File: src/rtl/uart_imem_loader_if.sv
// Byte-stream input from the UART receiver and word-write port into instruction memory.
interface uart_imem_loader_if #(
    parameter int unsigned ADDR_WIDTH = 14
);
    logic                  rx_valid;
    logic [7:0]            rx_byte;
    logic                  imem_we;
    logic [ADDR_WIDTH-1:0] imem_addr;
    logic [31:0]           imem_wdata;

    modport master (
        input  rx_valid,
        input  rx_byte,
        output imem_we,
        output imem_addr,
        output imem_wdata
    );

    modport slave (
        output rx_valid,
        output rx_byte,
        input  imem_we,
        input  imem_addr,
        input  imem_wdata
    );
endinterface

File: src/rtl/uart_imem_loader.sv
// Loads a length-prefixed, XOR-checksummed program image from a UART byte stream
// into instruction memory while holding the CPU.
module uart_imem_loader #(
    parameter int unsigned ADDR_WIDTH     = 14,
    parameter int unsigned TIMEOUT_CYCLES = 10000000,
    parameter int unsigned CNT_WIDTH      = 24
) (
    input  logic                   clk,
    input  logic                   rst,
    input  logic                   start,
    uart_imem_loader_if.master     bus,
    output logic                   cpu_hold,
    output logic                   busy,
    output logic                   load_done,
    output logic                   load_error,
    output logic [15:0]            words_loaded
);
    localparam int unsigned MAX_WORDS = 32'(1) << ADDR_WIDTH;

    typedef enum logic [2:0] {
        S_RUN,
        S_LEN_LO,
        S_LEN_HI,
        S_DATA,
        S_CHECK,
        S_DONE,
        S_ERROR
    } state_t;

    state_t               state;
    state_t               state_next;
    logic [7:0]           len_lo;
    logic [15:0]          len;
    logic [15:0]          len_full;
    logic [23:0]          word_sr;
    logic [7:0]           checksum;
    logic [1:0]           byte_idx;
    logic [CNT_WIDTH-1:0] tmo_cnt;
    logic                 loading;
    logic                 tmo_hit;
    logic                 clear;
    logic                 take;
    logic                 word_done;

    always_ff @(posedge clk) begin
        if (rst) state <= S_RUN;
        else     state <= state_next;
    end

    // Next-state decode plus datapath strobes
    always_comb begin
        state_next = state;
        clear      = 1'b0;
        take       = 1'b0;
        word_done  = 1'b0;
        len_full   = {bus.rx_byte, len_lo};
        loading    = (state inside {S_LEN_LO, S_LEN_HI, S_DATA, S_CHECK});
        tmo_hit    = loading && !bus.rx_valid &&
                     (tmo_cnt == CNT_WIDTH'(TIMEOUT_CYCLES - 1));
        case (state)
            S_RUN: begin
                if (start) begin
                    state_next = S_LEN_LO;
                    clear      = 1'b1;
                end
            end
            S_LEN_LO: begin
                if (bus.rx_valid) state_next = S_LEN_HI;
            end
            S_LEN_HI: begin
                if (bus.rx_valid) begin
                    if (32'(len_full) > MAX_WORDS) state_next = S_ERROR;
                    else if (len_full == 16'd0)    state_next = S_CHECK;
                    else                           state_next = S_DATA;
                end
            end
            S_DATA: begin
                if (bus.rx_valid) begin
                    take = 1'b1;
                    if (byte_idx == 2'd3) begin
                        word_done = 1'b1;
                        if (words_loaded + 16'd1 == len) state_next = S_CHECK;
                    end
                end
            end
            S_CHECK: begin
                if (bus.rx_valid) state_next = (bus.rx_byte == checksum) ? S_DONE : S_ERROR;
            end
            S_DONE: state_next = S_RUN;
            S_ERROR: begin
                if (start) begin
                    state_next = S_LEN_LO;
                    clear      = 1'b1;
                end
            end
            default: state_next = S_RUN;
        endcase
        // Timeout only fires on an idle cycle, so a byte arriving that cycle wins
        if (tmo_hit) state_next = S_ERROR;
    end

    // Datapath, memory write port and registered status outputs
    always_ff @(posedge clk) begin
        if (rst) begin
            len_lo         <= '0;
            len            <= '0;
            word_sr        <= '0;
            checksum       <= '0;
            byte_idx       <= '0;
            tmo_cnt        <= '0;
            words_loaded   <= '0;
            bus.imem_we    <= 1'b0;
            bus.imem_addr  <= '0;
            bus.imem_wdata <= '0;
            cpu_hold       <= 1'b0;
            busy           <= 1'b0;
            load_done      <= 1'b0;
            load_error     <= 1'b0;
        end else begin
            bus.imem_we <= word_done;

            if (clear || (loading && bus.rx_valid)) tmo_cnt <= '0;
            else if (loading)                       tmo_cnt <= tmo_cnt + CNT_WIDTH'(1);

            if (state == S_LEN_LO && bus.rx_valid) len_lo <= bus.rx_byte;
            if (state == S_LEN_HI && bus.rx_valid) len    <= len_full;

            if (clear) begin
                words_loaded <= '0;
                checksum     <= '0;
                byte_idx     <= '0;
                word_sr      <= '0;
            end else if (take) begin
                word_sr  <= {bus.rx_byte, word_sr[23:8]};
                checksum <= checksum ^ bus.rx_byte;
                byte_idx <= byte_idx + 2'd1;
            end

            if (word_done) begin
                bus.imem_addr  <= ADDR_WIDTH'(words_loaded);
                bus.imem_wdata <= {bus.rx_byte, word_sr};
                words_loaded   <= words_loaded + 16'd1;
            end

            cpu_hold   <= (state_next != S_RUN);
            busy       <= (state_next inside {S_LEN_LO, S_LEN_HI, S_DATA, S_CHECK, S_DONE});
            load_done  <= (state_next == S_DONE);
            load_error <= (state_next == S_ERROR);
        end
    end
endmodule

File: src/flat_wrapper.sv
// flat-port wrapper written by rule: the top's interface ports become plain ports
module uart_imem_loader_flat 
#(
    parameter int unsigned ADDR_WIDTH     = 14,
    parameter int unsigned TIMEOUT_CYCLES = 10000000,
    parameter int unsigned CNT_WIDTH      = 24
)
  (clk, rst, start, cpu_hold, busy, load_done, load_error, words_loaded, bus_rx_valid, bus_rx_byte, bus_imem_we, bus_imem_addr, bus_imem_wdata);
  uart_imem_loader_if #(.ADDR_WIDTH(ADDR_WIDTH)) bus_i ();
  input  logic clk;
  input  logic rst;
  input  logic start;
  output logic cpu_hold;
  output logic busy;
  output logic load_done;
  output logic load_error;
  output logic [15:0] words_loaded;
  input wire logic [$bits(bus_i.rx_valid)-1:0] bus_rx_valid;
  input wire logic [$bits(bus_i.rx_byte)-1:0] bus_rx_byte;
  output wire logic [$bits(bus_i.imem_we)-1:0] bus_imem_we;
  output wire logic [$bits(bus_i.imem_addr)-1:0] bus_imem_addr;
  output wire logic [$bits(bus_i.imem_wdata)-1:0] bus_imem_wdata;
  assign bus_i.rx_valid = bus_rx_valid;
  assign bus_i.rx_byte = bus_rx_byte;
  assign bus_imem_we = bus_i.imem_we;
  assign bus_imem_addr = bus_i.imem_addr;
  assign bus_imem_wdata = bus_i.imem_wdata;
  uart_imem_loader #(.ADDR_WIDTH(ADDR_WIDTH), .TIMEOUT_CYCLES(TIMEOUT_CYCLES), .CNT_WIDTH(CNT_WIDTH)) u_core (.clk(clk), .rst(rst), .start(start), .bus(bus_i), .cpu_hold(cpu_hold), .busy(busy), .load_done(load_done), .load_error(load_error), .words_loaded(words_loaded));
endmodule
File: config.mk
export PLATFORM = sky130hd
export DESIGN_NAME = uart_imem_loader_flat
export DESIGN_NICKNAME = d
export VERILOG_FILES = /design/src/rtl/uart_imem_loader_if.sv /design/src/rtl/uart_imem_loader.sv /design/src/flat_wrapper.sv
export SDC_FILE = /design/constraint.sdc
export NUM_CORES = 1
export LEC_CHECK = 0
export CORE_MARGIN = 4
export CORE_UTILIZATION = 50
export CTS_BUF_LIST = sky130_fd_sc_hd__clkbuf_8 sky130_fd_sc_hd__clkbuf_16
export DETAILED_ROUTE_END_ITERATION = 8
export HOLD_SLACK_MARGIN = 0.06
export PLACE_DENSITY = 0.73
export SETUP_SLACK_MARGIN = 0.3
export SYNTH_ARGS = -nofsm -noshare
export SYNTH_HDL_FRONTEND = slang
export SYNTH_SLANG_ARGS = --single-unit
File: constraint.sdc
create_clock -name clk -period 4 [get_ports clk]
set_clock_uncertainty 0.2 [all_clocks]
set_input_delay 0.8 -clock clk [delete_from_list [all_inputs] [get_ports clk]]
set_output_delay 0.8 -clock clk [all_outputs]
set_load 0.05 [all_outputs]
==> impl_summary.txt <==
----------------------------------------------------
[Drt]
  Routed vias/inst ... 5.43
  DR pass1 iterations ... 5
  Wire per inst ... 15.0 µm
  Vias ... 5740
  DRC errors left ... 0
  Initial detailed-routing violation count ... 485
  Final wirelength ... 15900 µm
  Antenna-violating nets left ... 0

[Placed design]
  Minimum setup slack after placement ... 0.698 ns
  Number of buffer cells added on primary ports ... 78
  DP Wirelength ... 10900 µm
  Cell Area, Placed ... 0.00744 mm²
  Cells after DPL ... 1029
  Final weighted congestion in routability-driven placement ... 0.942

[Pwr]
  Pwr Density ... 423 mW/mm²
  Power consumption ... 3.40 mW
  IR Drop Worst-Case VDD ... 277 µV
  Static leakage ... 2.65 nW

[STA]
  F_max ... 0.334 GHz
  Time the final worst path needs with I/O delays and setup ... 3.00 ns
  Tcrit/Tclk final ... 74.9%
  Fin. max-slew vios ... 0
  RSZ-0062 raised after global routing ... no
  Setup TNS Final ... 0 ns
  Endpoints failing setup ... 0
  Crit path setup slack, layout ... 1.00 ns
  Measured slew at the worst slew-check pin ... 0.808 ns
  Worst Hold Margin ... 0.252 ns
  Number of hold violations in the final report ... 0
  Max_slew headroom ... 46.0%

[Global routing]
  Number of antenna violations at the first check in global routing ... 0
  Via count of the first global-routing pass ... 5333
  Total routing resource utilization after global routing ... 22.1%
  Residual overflow from global routing ... 0
  First-pass GRT wire length ... 26300 µm
  Maximum number of pins on one net before global-route repair ... 69

[Logic synthesis]
  Leading register cell type out of synthesis ... sky130_fd_sc_hd__dfxtp_1
  Mapped Area ... 0.00659 mm²
  Post-synth net total ... 838
  Synth Area in Simple Gates ... 25.9%
  Cell type with the highest aggregate area in the netlist ... sky130_fd_sc_hd__dfxtp_1
  Sequential share of the synthesized area ... 46.1%
  Most numerous cell in the Yosys netlist ... sky130_fd_sc_hd__nand2_1
  EDFF count, synth ... 0
  Proportion of register bits with asynchronous set or reset after synthesis ... 0%
  Number of distinct library cells after synthesis ... 61
  Most instantiated cells after synthesis ... sky130_fd_sc_hd__nand2_1 (205), sky130_fd_sc_hd__dfxtp_1 (152), sky130_fd_sc_hd__a21oi_1 (112)
  Number of warning messages in the yosys log ... 0
  Mux share of post-synthesis cell area ... 1.67%
  Per-instance average area after synthesis ... 8.01 µm²
  Register bit count reported by yosys ... 152
  Post-Synth Adder-Cell Area ... 0.569%
  Combinational family with the most area after synthesis ... simple AND/OR/NAND/NOR gates
  Most area-consuming cells after synthesis ... sky130_fd_sc_hd__dfxtp_1 (46%), sky130_fd_sc_hd__nand2_1 (12%), sky130_fd_sc_hd__a21oi_1 (8.5%)
  Xor and xnor area share after synthesis ... 7.57%
  Share of the synthesized area in compound gates (AO/OA/AOI/OAI) ... 14.0%
  Synthesized instance count ... 823
  Yosys top cell area share ... 46.1%

[Clock network]
  # Post-CTS Setup Buffers ... 0
  Number of H-tree levels ... 4
  CTS Root Buffer Type ... sky130_fd_sc_hd__clkbuf_16
  CTS tree ... done
  Post-CTS resize count ... 0
  Hold bufs inserted after CTS ... 0
  Number of buffers inserted during clock tree synthesis ... 17
  Clk buf depth ... 2
  Clock transition at path regs ... 0.06 ns
  Latest clock arrival within the worst-skew pair ... 0.43 ns
  Number of clock sinks ... 152

[Setup path]
  Startpoint types ... flip-flop
  Critical path peak fanout ... 16
  Delay of the slowest critical-path stage ... 0.91 ns
  Worst-case reg-to-reg path depth ... 8
  Arrival time at the worst endpoint ... 2.00 ns
  CP required ... 3.00 ns
  Crit-path cells ... clkdlybuf4s50_1
  Setup CP Type ... flip-flop to output port
  Path length in cells of the critical path ... 1
  Cell at the slowest stage of the critical path ... sky130_fd_sc_hd__clkdlybuf4s50_1
  Crit path buf inv count ... 1
  Type of destination of the critical path ... output port
  Kind of cell adding the most delay to the critical path ... buffers and inverters

[Floorplanning]
  Chip width ... 123 µm
  Standard cell core area ... 0.0128 mm²
  Die Outline Area ... 0.0151 mm²
  Placement Rows ... 41
  Height of the die ... 123 µm
  Starting Density ... 51.6%
  IO Pins ... 79

[Final layout]
  Antenna cells ... 0
  Fillcell total ... 1071
  Share of the core filled with cells in the final layout ... 63.0%
  Fraction of layout cells with a size suffix above 1 ... 6.88%
  Area of combinational cells with multiple inputs ... 0.00329 mm²
  Growth of design area from synthesis to finish ... 22.0%
  Final instance area ... 0.00804 mm²
  Final cell count without fillers ... 1058
  Sequential Area ... 0.00304 mm²
  Number of nets in the layout ... 891

[Worst hold path]
  Min-delay worst type ... flip-flop to flip-flop
  Number of instances on the worst hold path ... 2

[Outcome]
  Result of the run ... finished clean

[Flow run]
  Max_cap viols ... 0

----------------------------------------------------
[cell usage in the layout (no fill, tap or decap), drive strengths merged, types with 12 or more instances in the layout]
cell,count
nor2,75
xor2,23
nand4,15
nand3,14
a21oi,112
clkdlybuf4s50,77
nand2,205
inv,12
buf,12
nor3,19
xnor2,34
o21ai,19
clkbuf,17
dfxtp,152
[worst min-delay path: stages, from the launching register on]
cell,delay [ns]
sky130_fd_sc_hd__dfxtp_1,0.31
sky130_fd_sc_hd__nand2_1,0.05
sky130_fd_sc_hd__a21oi_1,0.05
[cells by family after synthesis]
group / Yosys count
AO/OA/AOI/OAI: 162
XOR/XNOR: 57
adder cells (fa/ha/maj): 3
buffers and inverters: 65
flip-flops: 152
multiplexers: 11
AND/OR/NAND/NOR: 373
[per-layer routing]
metal | vias to the layer above | share of wire, % | GRT usage [%]
met1 | 2687 | 47 | 30.4
met3 | 19 | 5.8 | 5.67
met4 | 0 | 1.2 | 6.86
met5 | - | 0 | 0
met2 | 164 | 46 | 34.0
li1 | 2870 | - | -
[flip-flops by register name (all words and copies together), names as in the netlist, 2 cells and up]
register / flops
u_core.state: 3
u_core.bus.imem_addr: 14
u_core.words_loaded: 16
u_core.checksum: 8
u_core.bus.imem_wdata: 32
u_core.len: 16
u_core.word_sr: 24
u_core.tmo_cnt: 24
u_core.byte_idx: 2
u_core.len_lo: 8
[report_power, final]
group / switching (mW) / internal, mW / leakage, nW
Combinational: 0.133 / 0.0666 / 1.14
Sequential: 0.0202 / 1.53 / 1.23
Clock: 0.615 / 1.03 / 0.291
Total: 0.768 / 2.63 / 2.65
[worst paths after layout]
| check | startpoint | end | slack [ns] |
|---|---|---|---|
| min reg2reg | u_core.word_sr[7]$_SDFFE_PP0P_ | u_core.bus.imem_wdata[7]$_SDFFE_PP0P_ | 0.25 |
| max reg2reg | u_core.words_loaded[1]$_SDFFE_PP0P_ | u_core.load_error$_SDFF_PP0_ | 1.16 |
| min | u_core.word_sr[7]$_SDFFE_PP0P_ | u_core.bus.imem_wdata[7]$_SDFFE_PP0P_ | 0.25 |
| max | u_core.words_loaded[4]$_SDFFE_PP0P_ | words_loaded[4] | 1.00 |
[area by class of cell]
cell class	count	area share (%)
multi-input cells	606	40.9
flip-flops and latches	152	37.8
repair buffers	89	10.7
clock buffers	17	5.29
well taps	172	2.68
clock inverters	12	2.19
inverters	10	0.467
Power figures use the tool's default switching activity.
